## src/rtl/ps2_kbd_rx_pkg.sv

```systemverilog
// Shared types and constants for the PS/2 keyboard receiver.
// Defining PS2_KEYMAP_EN adds the keypad-digit remap table and helper.
package ps2_pkg;

  localparam logic [7:0] PS2_PFX_EXT = 8'hE0;
  localparam logic [7:0] PS2_PFX_BRK = 8'hF0;

  localparam logic [1:0] ERR_START   = 2'd0;
  localparam logic [1:0] ERR_STOP    = 2'd1;
  localparam logic [1:0] ERR_PARITY  = 2'd2;
  localparam logic [1:0] ERR_TIMEOUT = 2'd3;

  typedef enum logic [1:0] {
    ST_IDLE  = 2'd0,
    ST_RECV  = 2'd1,
    ST_CHECK = 2'd2
  } ps2_state_e;

  typedef struct packed {
    logic [7:0] code;
    logic       ext;
    logic       brk;
  } ps2_evt_t;

  localparam int PS2_EVT_W = $bits(ps2_evt_t);

`ifdef PS2_KEYMAP_EN
  // Scan codes of keypad keys 0..9 in digit order; digit n maps to KP_BASE+n.
  localparam logic [7:0] KP_SCAN [10] = '{8'h70, 8'h69, 8'h72, 8'h7A, 8'h6B,
                                          8'h73, 8'h74, 8'h6C, 8'h75, 8'h7D};
  localparam logic [7:0] KP_BASE = 8'h10;

  function automatic logic [7:0] ps2_keymap(input logic [7:0] code);
    ps2_keymap = code;
    for (int i = 0; i < 10; i++) begin
      if (code == KP_SCAN[i]) ps2_keymap = KP_BASE + 8'(i);
    end
  endfunction
`endif

endpackage

```

## src/rtl/ps2_kbd_rx_if.sv

```systemverilog
// Key-event port: valid/ready handshake; a transfer happens on a cycle with
// evt_valid && evt_ready, and the payload holds steady while valid && !ready.
interface ps2_kbd_rx_if;
  logic       evt_valid;
  logic       evt_ready;
  logic [7:0] evt_code;
  logic       evt_ext;
  logic       evt_brk;

  modport master (output evt_valid, evt_code, evt_ext, evt_brk, input evt_ready);
  modport slave  (input evt_valid, evt_code, evt_ext, evt_brk, output evt_ready);
endinterface

```

## src/rtl/ps2_kbd_rx_frame.sv

```systemverilog
// PS/2 line conditioning and 11-bit frame capture: synchronisers, clock
// glitch filter, IDLE/RECV/CHECK frame FSM and inter-edge timeout.
module ps2_frame_rx
  import ps2_pkg::*;
#(
  parameter int TIMEOUT_CYC = 50000,
  parameter int SYNC_STAGES = 2,
  parameter int FILTER_LEN  = 4
) (
  input  logic       clk,
  input  logic       rst_n,
  input  logic       i_ps2_clk,
  input  logic       i_ps2_data,
  output logic       o_byte_stb,
  output logic [7:0] o_byte,
  output logic       o_err_pulse,
  output logic [1:0] o_err_code,
  output ps2_state_e o_dbg_state
);

  localparam int             FCW      = $clog2(FILTER_LEN + 1);
  localparam logic [FCW-1:0] FLT_LAST = FCW'(FILTER_LEN - 1);
  localparam logic [15:0]    TO_LAST  = 16'(TIMEOUT_CYC - 1);

  logic [SYNC_STAGES-1:0] r_clk_sync;
  logic [SYNC_STAGES-1:0] r_dat_sync;
  logic [FCW-1:0]         r_flt_cnt;
  logic                   r_flt_clk;
  logic                   r_flt_prev;
  logic                   w_clk_s;
  logic                   w_dat_s;
  logic                   w_fall;
  logic                   w_timeout;

  ps2_state_e  r_state;
  ps2_state_e  w_next;
  logic [10:0] r_shift;
  logic [3:0]  r_bit_cnt;
  logic [15:0] r_timer;

  assign w_clk_s     = r_clk_sync[SYNC_STAGES-1];
  assign w_dat_s     = r_dat_sync[SYNC_STAGES-1];
  assign w_fall      = r_flt_prev & ~r_flt_clk;
  assign w_timeout   = (r_state == ST_RECV) && !w_fall && (r_timer == TO_LAST);
  assign o_byte      = r_shift[8:1];
  assign o_dbg_state = r_state;

  always_ff @(posedge clk or negedge rst_n) begin
    if (!rst_n) begin
      r_clk_sync <= '1;
      r_dat_sync <= '1;
      r_flt_cnt  <= '0;
      r_flt_clk  <= 1'b1;
      r_flt_prev <= 1'b1;
    end else begin
      r_clk_sync <= {r_clk_sync[SYNC_STAGES-2:0], i_ps2_clk};
      r_dat_sync <= {r_dat_sync[SYNC_STAGES-2:0], i_ps2_data};
      r_flt_prev <= r_flt_clk;
      // Filtered clock follows only after FILTER_LEN consecutive differing samples.
      if (w_clk_s == r_flt_clk) begin
        r_flt_cnt <= '0;
      end else if (r_flt_cnt == FLT_LAST) begin
        r_flt_clk <= w_clk_s;
        r_flt_cnt <= '0;
      end else begin
        r_flt_cnt <= r_flt_cnt + 1'b1;
      end
    end
  end

  always_ff @(posedge clk or negedge rst_n) begin
    if (!rst_n) r_state <= ST_IDLE;
    else        r_state <= w_next;
  end

  always_comb begin
    w_next = r_state;
    case (r_state)
      ST_IDLE:  if (w_fall) w_next = ST_RECV;
      ST_RECV: begin
        if (w_fall && (r_bit_cnt == 4'd10)) w_next = ST_CHECK;
        else if (w_timeout)                 w_next = ST_IDLE;
      end
      ST_CHECK: w_next = ST_IDLE;
      default:  w_next = ST_IDLE;
    endcase
  end

  // Frame bits land LSB first: after 11 falls r_shift[0]=start, r_shift[10]=stop.
  always_ff @(posedge clk or negedge rst_n) begin
    if (!rst_n) begin
      r_shift   <= '0;
      r_bit_cnt <= '0;
      r_timer   <= '0;
    end else if (w_fall && (r_state != ST_CHECK)) begin
      r_shift   <= {w_dat_s, r_shift[10:1]};
      r_bit_cnt <= (r_state == ST_IDLE) ? 4'd1 : r_bit_cnt + 4'd1;
      r_timer   <= '0;
    end else if (r_state == ST_RECV) begin
      r_timer <= r_timer + 16'd1;
    end
  end

  always_comb begin
    o_byte_stb  = 1'b0;
    o_err_pulse = 1'b0;
    o_err_code  = ERR_START;
    case (r_state)
      ST_RECV: begin
        if (w_timeout) begin
          o_err_pulse = 1'b1;
          o_err_code  = ERR_TIMEOUT;
        end
      end
      ST_CHECK: begin
        if (r_shift[0]) begin
          o_err_pulse = 1'b1;
          o_err_code  = ERR_START;
        end else if (!r_shift[10]) begin
          o_err_pulse = 1'b1;
          o_err_code  = ERR_STOP;
        end else if (!(^r_shift[9:1])) begin
          o_err_pulse = 1'b1;
          o_err_code  = ERR_PARITY;
        end else begin
          o_byte_stb = 1'b1;
        end
      end
      default: ;
    endcase
  end

endmodule

```

## src/rtl/ps2_kbd_rx.sv

```systemverilog
// PS/2 keyboard receiver top: frame capture, E0/F0 prefix folding, optional
// keypad remap (PS2_KEYMAP_EN) and an event FIFO on a valid/ready port.
module ps2_kbd_rx
  import ps2_pkg::*;
#(
  parameter int TIMEOUT_CYC = 50000,
  parameter int FIFO_DEPTH  = 8,
  parameter int SYNC_STAGES = 2,
  parameter int FILTER_LEN  = 4
) (
  input  logic                        clk,
  input  logic                        rst_n,
  input  logic                        PS2_CLK,
  input  logic                        PS2_DATA,
  ps2_kbd_rx_if.master                evt,
  output logic [$clog2(FIFO_DEPTH):0] fifo_level,
  output logic                        overflow,
  output logic                        err_pulse,
  output logic [1:0]                  err_code,
  output ps2_state_e                  o_dbg_state
);

  localparam int          AW      = $clog2(FIFO_DEPTH);
  localparam logic [AW:0] DEPTH_L = (AW + 1)'(FIFO_DEPTH);

  logic       w_stb;
  logic [7:0] w_byte;
  logic [7:0] w_code_map;
  logic       w_err;

  ps2_frame_rx #(
    .TIMEOUT_CYC (TIMEOUT_CYC),
    .SYNC_STAGES (SYNC_STAGES),
    .FILTER_LEN  (FILTER_LEN)
  ) u_frame (
    .clk         (clk),
    .rst_n       (rst_n),
    .i_ps2_clk   (PS2_CLK),
    .i_ps2_data  (PS2_DATA),
    .o_byte_stb  (w_stb),
    .o_byte      (w_byte),
    .o_err_pulse (w_err),
    .o_err_code  (err_code),
    .o_dbg_state (o_dbg_state)
  );

  assign err_pulse = w_err;

`ifdef PS2_KEYMAP_EN
  logic r_ext_pend;
  assign w_code_map = r_ext_pend ? w_byte : ps2_keymap(w_byte);
`else
  logic r_ext_pend;
  assign w_code_map = w_byte;
`endif

  logic     r_brk_pend;
  logic     r_push;
  ps2_evt_t r_push_evt;

  // Prefix bytes only arm flags; the next ordinary byte carries them into the FIFO.
  always_ff @(posedge clk or negedge rst_n) begin
    if (!rst_n) begin
      r_ext_pend <= 1'b0;
      r_brk_pend <= 1'b0;
      r_push     <= 1'b0;
      r_push_evt <= '0;
    end else begin
      r_push <= 1'b0;
      if (w_err) begin
        r_ext_pend <= 1'b0;
        r_brk_pend <= 1'b0;
      end else if (w_stb) begin
        if (w_byte == PS2_PFX_EXT) begin
          r_ext_pend <= 1'b1;
        end else if (w_byte == PS2_PFX_BRK) begin
          r_brk_pend <= 1'b1;
        end else begin
          r_push          <= 1'b1;
          r_push_evt.code <= w_code_map;
          r_push_evt.ext  <= r_ext_pend;
          r_push_evt.brk  <= r_brk_pend;
          r_ext_pend      <= 1'b0;
          r_brk_pend      <= 1'b0;
        end
      end
    end
  end

  logic [PS2_EVT_W-1:0] r_mem [FIFO_DEPTH];
  logic [AW-1:0]        r_wr_ptr;
  logic [AW-1:0]        r_rd_ptr;
  logic [AW:0]          r_level;
  logic                 r_overflow;
  logic                 w_valid;
  logic                 w_full;
  logic                 w_pop;
  logic                 w_wr;
  ps2_evt_t             w_head;

  assign w_valid = (r_level != '0);
  assign w_full  = (r_level == DEPTH_L);
  assign w_pop   = w_valid && evt.evt_ready;
  // A pop in the same cycle frees the slot, so a push into a full FIFO still lands.
  assign w_wr    = r_push && (!w_full || w_pop);
  assign w_head  = r_mem[r_rd_ptr];

  always_ff @(posedge clk or negedge rst_n) begin
    if (!rst_n) begin
      for (int i = 0; i < FIFO_DEPTH; i++) r_mem[i] <= '0;
      r_wr_ptr   <= '0;
      r_rd_ptr   <= '0;
      r_level    <= '0;
      r_overflow <= 1'b0;
    end else begin
      if (w_wr) begin
        r_mem[r_wr_ptr] <= r_push_evt;
        r_wr_ptr        <= r_wr_ptr + 1'b1;
      end
      if (w_pop) r_rd_ptr <= r_rd_ptr + 1'b1;
      if (r_push && !w_wr) r_overflow <= 1'b1;
      case ({w_wr, w_pop})
        2'b10:   r_level <= r_level + 1'b1;
        2'b01:   r_level <= r_level - 1'b1;
        default: r_level <= r_level;
      endcase
    end
  end

  assign evt.evt_valid = w_valid;
  assign evt.evt_code  = w_head.code;
  assign evt.evt_ext   = w_head.ext;
  assign evt.evt_brk   = w_head.brk;
  assign fifo_level    = r_level;
  assign overflow      = r_overflow;

endmodule
```

## src/flat_wrapper.sv

```systemverilog
// flat-port wrapper written by rule: the top's interface ports become plain ports
module ps2_kbd_rx_flat import ps2_pkg::*;
#(
  parameter int TIMEOUT_CYC = 50000,
  parameter int FIFO_DEPTH  = 8,
  parameter int SYNC_STAGES = 2,
  parameter int FILTER_LEN  = 4
)
  (clk, rst_n, PS2_CLK, PS2_DATA, fifo_level, overflow, err_pulse, err_code, o_dbg_state, evt_evt_valid, evt_evt_code, evt_evt_ext, evt_evt_brk, evt_evt_ready);
  ps2_kbd_rx_if evt_i ();
  input  logic clk;
  input  logic rst_n;
  input  logic PS2_CLK;
  input  logic PS2_DATA;
  output logic [$clog2(FIFO_DEPTH):0] fifo_level;
  output logic overflow;
  output logic err_pulse;
  output logic [1:0] err_code;
  output ps2_state_e o_dbg_state;
  output wire logic [$bits(evt_i.evt_valid)-1:0] evt_evt_valid;
  output wire logic [$bits(evt_i.evt_code)-1:0] evt_evt_code;
  output wire logic [$bits(evt_i.evt_ext)-1:0] evt_evt_ext;
  output wire logic [$bits(evt_i.evt_brk)-1:0] evt_evt_brk;
  input wire logic [$bits(evt_i.evt_ready)-1:0] evt_evt_ready;
  assign evt_evt_valid = evt_i.evt_valid;
  assign evt_evt_code = evt_i.evt_code;
  assign evt_evt_ext = evt_i.evt_ext;
  assign evt_evt_brk = evt_i.evt_brk;
  assign evt_i.evt_ready = evt_evt_ready;
  ps2_kbd_rx #(.TIMEOUT_CYC(TIMEOUT_CYC), .FIFO_DEPTH(FIFO_DEPTH), .SYNC_STAGES(SYNC_STAGES), .FILTER_LEN(FILTER_LEN)) u_core (.clk(clk), .rst_n(rst_n), .PS2_CLK(PS2_CLK), .PS2_DATA(PS2_DATA), .evt(evt_i), .fifo_level(fifo_level), .overflow(overflow), .err_pulse(err_pulse), .err_code(err_code), .o_dbg_state(o_dbg_state));
endmodule
```

## config.mk

```make
export PLATFORM = sky130hd
export DESIGN_NAME = ps2_kbd_rx_flat
export DESIGN_NICKNAME = d
export VERILOG_FILES = /design/src/rtl/ps2_kbd_rx_pkg.sv /design/src/rtl/ps2_kbd_rx_if.sv /design/src/rtl/ps2_kbd_rx_frame.sv /design/src/rtl/ps2_kbd_rx.sv /design/src/flat_wrapper.sv
export SDC_FILE = /design/constraint.sdc
export NUM_CORES = 1
export LEC_CHECK = 0
export CORE_UTILIZATION = 46
export CTS_CLUSTER_DIAMETER = 50
export DETAILED_ROUTE_END_ITERATION = 8
export GPL_TIMING_DRIVEN = 0
export PLACE_DENSITY = 0.61
export SLEW_MARGIN = 20
export SYNTH_ARGS = -nofsm -noshare
export SYNTH_HDL_FRONTEND = slang
export SYNTH_SLANG_ARGS = --single-unit
export TNS_END_PERCENT = 50
```

## constraint.sdc

```tcl
create_clock -name clk -period 3.3 [get_ports clk]
set_clock_uncertainty 0.2 [all_clocks]
set_input_delay 0.33 -clock clk [delete_from_list [all_inputs] [get_ports clk]]
set_output_delay 0.33 -clock clk [all_outputs]
set_load 0.005 [all_outputs]
```

==> impl_metrics.toml <==
[global_route]
gr-total-overflow = 0
grt_start_max_net_pins = 91
number_of_antenna_violations_at_the_first_check_in_global_routing = 0
global_routing_usage_summed_across_all_routing_layers = 0.195
grt_pass1_vias = 4139
first_pass_grt_wire_length_mm = 21.9

[setup_path]
timing.critical_path.from = "u_core.u_frame.r_shift[2]"
largest_delay_contributor_family_on_the_critical_path = "XOR/XNOR gates"
timing.critical_path.slowest_stage_cell = "sky130_fd_sc_hd__clkdlybuf4s50_1"
crit_buf_inv = 2
timing.critical_path.from_type = "flip-flop"
r2r_start = "u_core.fifo_level[1]"
criticalPathCategory = "flip-flop to primary output"
worst-endpoint-arrival_ps = 2660
worstSetupEndpointType = "primary output"
cp_cell_sequence = "inv_1, ha_1, xnor3_1, xnor2_2, and3b_2, o21a_1, clkdlybuf4s50_1"
critPathRequiredTime_ps = 2770
crit_fanout = 4
worst_path_largest_cell_delay_ps = 450

[power]
leakagePower_uw = 0.00376
power-per-cell-area_nw_per_um2 = 691
ir_worst_vdd_v = 0.000433
power.total_uw = 5540

[placement]
io_buffer_count = 25
globalplace.congestion = 0.794
dpl.hpwl_mm = 8.44

[drt]
drt_first_iter_violations = 190
detailroute.via_count = 4020
dr.pass1.iters = 5
totalWireLength_mm = 13.1
antenna_violating_nets_post_route = 0
via_per_inst = 5.39
route.detailed.drc = 0
routedWlPerCell_um = 17.5

[floorplan]
die-width_um = 124
fp.dieH_um = 124
initial_utilization = 0.469
core.rowCount = 44
design.portCount = 26
core-area_um2 = 14500
dieArea_um2 = 15300

[clock_network]
cts-root-to-sink-buffers = 2
worst_setup_hold_path_clk_slew_ps = 60
cts.htree.levels = 4
cts_tree = "yes"
cts-buffers-inserted = 17
cts_root_buffer = "sky130_fd_sc_hd__clkbuf_16"
clock_insertion_delay_worst_skew_ps = 420
clock_sink_count = 146

[yosys]
mappedNetlistNets = 524
cell_type_contributing_the_most_total_cell_area_after_synthesis = "sky130_fd_sc_hd__dfrtp_1"
ys_seq_elements = 146
synth_largest_type_area_fraction = 0.516
synth_warnings = 0
dominantRegCellSynth = "sky130_fd_sc_hd__dfrtp_1"
synth_edf_count = 0
syn_area_um2 = 6790
synth.area.top_cells = "sky130_fd_sc_hd__dfrtp_1 52%, sky130_fd_sc_hd__mux2_2 15%, sky130_fd_sc_hd__mux4_2 6.6%, sky130_fd_sc_hd__ha_1 3.1%, sky130_fd_sc_hd__dfstp_2 2.3%"
synthesis.instances = 501
synth_sequential_area_ratio = 0.539
yosysUniqueCellTypes = 54
synthesis.area_per_instance_um2 = 13.6
async_reset_ff_frac = 1.00

[timing]
maxClockFrequency_mhz = 313
final.hold.worst_slack_ps = 108
worst_slew_pin_slew_ps = 804
finalCritPeriodShare = 0.967
period_needed_ps = 3190
finalSetupViolations = 0
report.final.slew_viol_count = 0
finalHoldViolCount = 0
max_transition_margin = 0.464
unrepaired_setup_endpoints_after_global_routing = "false"

[flow_run]
maxCapViolations = 0

[worst_hold_path]
hold_path_class = "input pin to flip-flop"
min-delay-start = "PS2_DATA"

[cells_and_area]
antennaDiodeCount = 0
count_of_nets_after_finishing = 572
drive_gt1_frac = 0.333
syn2layout_area_growth_pct = 18.1
final_core_util = 0.554

[outcome]
status = "complete, no violations"
==> repair_timing <==
action                                  4_1_cts  5_1_grt
endpoints found under the setup margin        0        3
hold buffers                                  1        0
gates resized for setup                       0        5
hold endpoints to repair                     56        0
buffers inserted                              0        2
==> synthesized netlist by cell type, types with 5 or more instances <==
master,count
sky130_fd_sc_hd__buf_2,5
sky130_fd_sc_hd__dfrtp_1,140
sky130_fd_sc_hd__nor2_1,25
sky130_fd_sc_hd__o21ai_0,16
sky130_fd_sc_hd__nor2b_1,7
sky130_fd_sc_hd__nand4_1,7
sky130_fd_sc_hd__nand2_1,40
sky130_fd_sc_hd__dfstp_2,6
sky130_fd_sc_hd__mux2_2,93
sky130_fd_sc_hd__clkbuf_1,9
sky130_fd_sc_hd__xnor2_1,12
sky130_fd_sc_hd__mux2_4,9
sky130_fd_sc_hd__inv_1,16
sky130_fd_sc_hd__a21oi_1,8
sky130_fd_sc_hd__ha_1,17
sky130_fd_sc_hd__xor2_1,11
sky130_fd_sc_hd__mux4_2,20
==> power by group <==
part / switching [µW] / leakage (µW) / internal, µW / total (µW)
registers: 180 / 0.00198 / 1970 / 2150
logic: 698 / 0.00147 / 575 / 1270
clock network: 739 / 0.000311 / 1380 / 2120
==> path summary, 6_finish.rpt <==
kind	endpoint	slack, ps	cells after the start
max	err_code[1]	110	7
min in group asynchronous	u_core.r_rd_ptr[2]	230	2
min reg2reg	u_core.u_frame.r_clk_sync[1]	160	0
min	u_core.u_frame.r_dat_sync[0]	110	1
max in group asynchronous	u_core.u_frame.r_timer[0]	1870	3
max reg2reg	u_core.fifo_level[3]	550	10
==> registers in the layout, indices dropped and copies added, names as in the netlist <==
register                    flops
u_core.fifo_level               4
u_core.overflow                 1
u_core.r_brk_pend               1
u_core.r_ext_pend               1
u_core.r_mem                   80
u_core.r_push                   1
u_core.r_push_evt              10
u_core.r_rd_ptr                 3
u_core.r_wr_ptr                 3
u_core.u_frame.o_dbg_state      2
u_core.u_frame.r_bit_cnt        4
u_core.u_frame.r_clk_sync       2
u_core.u_frame.r_dat_sync       2
u_core.u_frame.r_flt_clk        1
u_core.u_frame.r_flt_cnt        3
u_core.u_frame.r_flt_prev       1
u_core.u_frame.r_shift         11
u_core.u_frame.r_timer         16
==> final cells by class <==
cell class                      count  area (µm²)
Clock inverter                     13         208
Sequential cell                   146        3660
Multi-Input combinational cell    320        3010
Tap cell                          184         230
Inverter                           17        63.8
Clock buffer                       19         453
Fill cell                        1189        6460
Timing Repair Buffer               29         308
Buffer                             18        88.8
==> metrics by stage <==
stage / std cells / cell area (µm²) / setup WS, ps / TNS [ps]
5_1_grt: 746 / 8020 / 6.79 / 0
2_1_floorplan: 501 / 6790 / 685 / 0
4_1_cts: 744 / 7980 / 53.5 / 0
6_report: 746 / 8020 / 110 / 0
3_3_place_gp: 710 / 7270 / -3980 / -568140
3_5_place_dp: 711 / 7300 / 438 / 0
==> per-layer routing <==
metal / global-route usage / up-vias / routed length [µm]
li1: - / 1893 / -
met1: 0.247 / 2080 / 6070
met2: 0.322 / 37 / 6560
met3: 0.0494 / 10 / 280
met4: 0.0730 / 0 / 150
met5: 0 / - / 0
==> kinds of logic (layout without fill, tap and decap cells) <==
group,Yosys count,count (layout),synth area share
simple gates,118,118,0.0919
mux,124,124,0.243
flops,146,146,0.539
xor+xnor,25,25,0.0354
fa+ha+maj,18,18,0.0343
compound gates,35,35,0.0335
buf+inv,35,96,0.0225
==> layout by cell type (no fill, tap or decap), types with 9 or more instances in the layout <==
cell,Yosys,layout
sky130_fd_sc_hd__o21ai_0,16,16
sky130_fd_sc_hd__mux4_2,20,20
sky130_fd_sc_hd__clkbuf_1,9,9
sky130_fd_sc_hd__clkdlybuf4s50_1,0,24
sky130_fd_sc_hd__mux2_2,93,93
sky130_fd_sc_hd__ha_1,17,16
sky130_fd_sc_hd__mux2_4,9,9
sky130_fd_sc_hd__inv_1,16,16
sky130_fd_sc_hd__clkbuf_16,0,17
sky130_fd_sc_hd__xnor2_1,12,12
sky130_fd_sc_hd__dfrtp_1,140,139
sky130_fd_sc_hd__nor2_1,25,25
sky130_fd_sc_hd__nand2_1,40,40
sky130_fd_sc_hd__xor2_1,11,11
(Power assumes the default switching activity.)
